## config.mk

```make
export PLATFORM = sky130hd
export DESIGN_NAME = sqrt_sequencer
export DESIGN_NICKNAME = d
export VERILOG_FILES = /design/src/rtl/sqrt_pkg.sv /design/src/rtl/sqrt_sequencer_iter_counter.sv /design/src/rtl/sqrt_sequencer.sv
export SDC_FILE = /design/constraint.sdc
export NUM_CORES = 1
export LEC_CHECK = 0
export ABC_AREA = 1
export CAP_MARGIN = 40
export CORE_UTILIZATION = 35
export CTS_CLUSTER_SIZE = 30
export DETAILED_ROUTE_END_ITERATION = 6
export GPL_TIMING_DRIVEN = 0
export HOLD_SLACK_MARGIN = 0.15
export PLACE_DENSITY = 0.61
export SLEW_MARGIN = 20
export SYNTH_ARGS = -nofsm -noshare
export SYNTH_HDL_FRONTEND = slang
export SYNTH_HIERARCHICAL = 1
export SYNTH_SLANG_ARGS = --single-unit
```

## constraint.sdc

```tcl
create_clock -name clk -period 2.21 [get_ports clk]
set_clock_uncertainty 0.2 [all_clocks]
set_input_delay 0.221 -clock clk [delete_from_list [all_inputs] [get_ports clk]]
set_output_delay 0.221 -clock clk [all_outputs]
set_load 0.02 [all_outputs]
```

## src/rtl/sqrt_pkg.sv

```systemverilog
// Shared state codes for the square-root sequencer and its state-decode controller.
package sqrt_pkg;

  localparam int STATE_W = 4;
  localparam int CNT_W   = 8;

  typedef enum logic [STATE_W-1:0] {
    S_IDLE   = 4'd0,
    S_LOAD   = 4'd1,
    S_INIT   = 4'd2,
    S_DIV    = 4'd3,
    S_ADD    = 4'd4,
    S_HALF   = 4'd5,
    S_DIFF   = 4'd6,
    S_ABS    = 4'd7,
    S_CHECK  = 4'd8,
    S_UPD    = 4'd9,
    S_OUTPUT = 4'd10
  } state_t;

endpackage

```

## src/rtl/sqrt_sequencer_iter_counter.sv

```systemverilog
// Saturating Newton-iteration counter with a terminal-count flag at MAX_ITER-1.
module iter_counter
  import sqrt_pkg::*;
#(
  parameter int MAX_ITER = 16
) (
  input  logic             clk,
  input  logic             rst_n,
  input  logic             clr,
  input  logic             inc,
  output logic [CNT_W-1:0] count,
  output logic             tc
);

  localparam logic [CNT_W-1:0] LAST = CNT_W'(MAX_ITER - 1);
  localparam logic [CNT_W-1:0] SAT  = {CNT_W{1'b1}};

  always_ff @(posedge clk or negedge rst_n) begin
    if (!rst_n)
      count <= '0;
    else if (clr)
      count <= '0;
    else if (inc && (count != SAT))
      count <= count + 1'b1;
  end

  assign tc = (count == LAST);

endmodule

```

## src/rtl/sqrt_sequencer.sv

```systemverilog
// Newton-iteration square-root control sequencer; iteration limit enabled by ITER_LIMIT_EN.
//   state  | meaning
//   IDLE   | waiting for start
//   LOAD   | waiting for operand (in_valid)
//   INIT   | seed the root estimate
//   DIV    | n / x
//   ADD    | x + n/x
//   HALF   | (x + n/x) / 2
//   DIFF   | root - x
//   ABS    | |root - x|
//   CHECK  | converged if |root - x| - I < 0 (alu_neg)
//   UPD    | x <= root, count iteration
//   OUTPUT | result held until out_ready
module sqrt_sequencer #(
  parameter int MAX_ITER = 16,
  parameter int STATE_W  = 4
) (
  input  logic               clk,
  input  logic               rst_n,
  input  logic               start,
  input  logic               in_valid,
  input  logic               alu_neg,
  input  logic               out_ready,
  output logic [STATE_W-1:0] current_state,
  output logic               in_ready,
  output logic               out_valid,
  output logic               busy,
  output logic               done,
  output logic               timeout,
  output logic [7:0]         iter_count
);
  import sqrt_pkg::*;

`ifdef ITER_LIMIT_EN
  localparam bit LIMIT_EN = 1'b1;
`else
  localparam bit LIMIT_EN = 1'b0;
`endif

  state_t state, nxt;
  logic   tc, limit_hit, launch;

  assign launch    = (state == S_IDLE) && start;
  assign limit_hit = LIMIT_EN && tc;

  iter_counter #(.MAX_ITER(MAX_ITER)) u_iter_counter (
    .clk   (clk),
    .rst_n (rst_n),
    .clr   (launch),
    .inc   (state == S_UPD),
    .count (iter_count),
    .tc    (tc)
  );

  always_comb begin
    nxt = state;
    case (state)
      S_IDLE:   if (start) nxt = S_LOAD;
      S_LOAD:   if (in_valid) nxt = S_INIT;
      S_INIT:   nxt = S_DIV;
      S_DIV:    nxt = S_ADD;
      S_ADD:    nxt = S_HALF;
      S_HALF:   nxt = S_DIFF;
      S_DIFF:   nxt = S_ABS;
      S_ABS:    nxt = S_CHECK;
      S_CHECK:  nxt = (alu_neg || limit_hit) ? S_OUTPUT : S_UPD;
      S_UPD:    nxt = S_DIV;
      S_OUTPUT: if (out_ready) nxt = S_IDLE;
      default:  nxt = S_IDLE;
    endcase
  end

  // timeout stays set through OUTPUT and IDLE until the next computation launches
  always_ff @(posedge clk or negedge rst_n) begin
    if (!rst_n) begin
      state   <= S_IDLE;
      done    <= 1'b0;
      timeout <= 1'b0;
    end else begin
      state <= nxt;
      done  <= (state == S_OUTPUT) && out_ready;
      if (launch)
        timeout <= 1'b0;
      else if ((state == S_CHECK) && !alu_neg && limit_hit)
        timeout <= 1'b1;
    end
  end

  assign current_state = STATE_W'(state);
  assign in_ready      = (state == S_LOAD);
  assign out_valid     = (state == S_OUTPUT);
  assign busy          = (state != S_IDLE);

endmodule

```

==> results.py, run 1 <==
metrics = {
    "status": {
        "status": "complete, no violations",
    },
    "cells_and_area": {
        "final_cells": 175,
        "fin_nets": 155,
        "diodes": 0,
        "drive_above_1_share_pct": 12.9,
        "n_fill_cell": 230,
        "synthToLayoutAreaGrowth_pct": 33.1,
    },
    "critical_path": {
        "path_max_fanout": 6,
        "critPathSlowestCell": "clkdlybuf4s50_1",
        "max_stage_delay_ns": 0.55,
        "r2r_start": "current_state[3]$_DFFE_PN0P_",
        "worstSetupPathType": "flip-flop to output pin",
        "endpoint_kind": "output pin",
        "crit_path_cell_trace": "nor2_1 -> nand2_1 -> clkdlybuf4s50_1",
        "critical_path_required_ns": 1.79,
        "crit_path_start_kind": "flip-flop",
        "crit_path_start": "current_state[0]$_DFFE_PN0P_",
        "crit_arrival_ns": 1.63,
    },
    "placed_design": {
        "place_inst": 170,
        "post-dp-hpwl_mm": 1.44,
        "routabilityCongestion": 0.789,
        "port_buffers": 21,
    },
    "timing": {
        "worst_pin_slew_ns": 0.596,
        "fmax_mhz": 487,
        "min_period_ns": 2.05,
        "finalMaxSlewViolations": 0,
        "finalHoldViolCount": 0,
        "timing.hold.ws_ns": 0.316,
        "finalSetupTns_ns": 0,
        "grt_setup_unrepaired": "no",
        "setup_violations": 0,
        "fin_crit_sh_pct": 92.9,
        "slew_headroom_pct": 60.2,
    },
    "pwr": {
        "peakVddDrop_v": 0.000658,
        "p_per_area_mw_per_mm2": 987,
        "total_power_mw": 1.12,
        "p_leak_nw": 0.579,
    },
    "die": {
        "rows": 17,
        "core-area_mm2": 0.00225,
        "die_area_mm2": 0.00264,
        "io_pins": 23,
        "chipWidth_um": 51.4,
        "start_util_pct": 37.8,
        "die_h_um": 51.4,
    },
    "global_route": {
        "grt_max_degree": 14,
        "grt_pass1_wl_mm": 3.21,
        "grt_pass1_vias": 752,
        "grt_usage_pct": 16.5,
        "grt_overflow": 0,
        "grt_antenna_before_repair": 0,
    },
    "cts": {
        "cts_root_buf": "clkbuf_4",
        "tritoncts": "yes",
        "clkTransAtPathRegs_ns": 0.08,
        "clock_sinks": 13,
        "cts-htree-levels": 1,
        "clock_latency_ns": 0.27,
        "ctsLongestPathBuffers": 2,
        "post_cts_buffers": 0,
        "cts-buffers-inserted": 3,
    },
    "routing": {
        "drc": 0,
        "vias_per_cell": 4.66,
        "antenna_left": 0,
        "vias": 816,
        "wl_per_cell_um": 10.9,
        "first_pass_iters": 6,
        "drt_iter0_markers": 12,
        "routed_wl_mm": 1.91,
    },
    "synthesis": {
        "syn-num-nets": 128,
        "yosys_warnings": 6,
        "netlist_area_um2": 853,
        "syn_avg_cell_area_um2": 7.05,
        "syn-instance-count": 121,
    },
    "min_path": {
        "hp-class": "input port to flip-flop",
        "hp-start": "out_ready",
    },
    "flow_run": {
        "max-cap-violations": 0,
    },
}
[worst max-delay path: cells and delay by family, from the launching register on]
kind,cells,cell delay (ns)
buffers and inverters,1,0.55
flip-flops,1,0.45
AND/OR/NAND/NOR,2,0.36
[power by group]
group	switching (mW)	internal, mW
registers	0.0834	0.295
clock network	0.0799	0.0699
logic	0.348	0.245
total	0.511	0.609
[final cells by class]
type                    count  area (um^2)  share of cell area (%)
repair buffers             22          221                    19.5
plain buffers               1         7.51                   0.661
flip-flops and latches     13          325                    28.6
multi-input cells          84          433                    38.1
inverters                  23         87.6                    7.71
clock buffers               4         26.3                    2.31
well taps                  28         35.0                    3.08
[per-layer routing]
layer / wire (um) / GRT usage [%]
met2: 937 / 28.4
met4: 15 / 6.76
met3: 83 / 2.98
met1: 870 / 20.0
met5: 0 / 0
[worst paths after layout]
check                                                       to  slack (ns)  cells after the start
max                                                       busy        0.16                      3
max in group asynchronous  u_iter_counter/count[0]$_DFFE_PN0P_        0.76                      2
min                                             done$_DFF_PN0_        0.32                      3
min in group asynchronous  u_iter_counter/count[4]$_DFFE_PN0P_        0.66                      2
min reg2reg                u_iter_counter/count[2]$_DFFE_PN0P_        0.35                      2
max reg2reg                u_iter_counter/count[7]$_DFFE_PN0P_        0.28                      9
[placed cells by master (no fill, tap or decap)]
cell type,count
o21ai_1,2
dlygate4sd3_1,1
a21oi_1,6
nand3_2,3
o21ai_0,1
buf_4,1
clkbuf_4,3
nor2_4,2
nand2_2,1
nor2_2,1
dfrtp_1,13
dlymetal6s2s_1,1
nor2_1,15
nor3_1,4
clkinv_2,1
conb_1,1
o311ai_0,1
nand2_4,3
o21ai_2,1
xor2_1,1
nand2_1,28
nand3_1,13
dlygate4sd2_1,1
clkbuf_1,1
clkinv_1,1
inv_2,3
clkdlybuf4s50_1,19
ha_1,1
inv_1,18
[flip-flops by register name, indices dropped and copies added, names as in the netlist]
register and cells:
u_iter_counter/count 8, current_state 4, done 1
[metrics by stage]
step | instance area (um^2) | setup WS (ns) | utilization (%)
detailed placement | 1100 | 0.278 | 48.7
global placement | 1100 | 0.254 | 48.7
CTS | 1130 | 0.0629 | 50.3
global route | 1140 | 0.0561 | 50.4
floorplan | 853 | 0.359 | -
finish | 1140 | 0.156 | 50.4
[what timing repair did]
| item | CTS | global route |
|---|---|---|
| endpoints found under the hold margin | 13 | 0 |
| endpoints found under the setup margin | 1 | 1 |
| hold buffers | 1 | 0 |
| gates resized for setup | 1 | 1 |
| cloned | 0 | 0 |
(Power assumes the default switching activity.)
==> run 2: changes to the inputs <==
--- a/config.mk
+++ b/config.mk
@@ -6,7 +6,7 @@
 export NUM_CORES = 1
 export LEC_CHECK = 0
 export ABC_AREA = 1
-export CAP_MARGIN = 40
+export CAP_MARGIN = 10
 export CORE_UTILIZATION = 35
 export CTS_CLUSTER_SIZE = 30
 export DETAILED_ROUTE_END_ITERATION = 6
@@ -18,3 +18,4 @@
 export SYNTH_HDL_FRONTEND = slang
 export SYNTH_HIERARCHICAL = 1
 export SYNTH_SLANG_ARGS = --single-unit
+export TNS_END_PERCENT = 20
==> results of run 2 <==
Same layout as run 1: the final DEF is identical, and so are final timing and power.
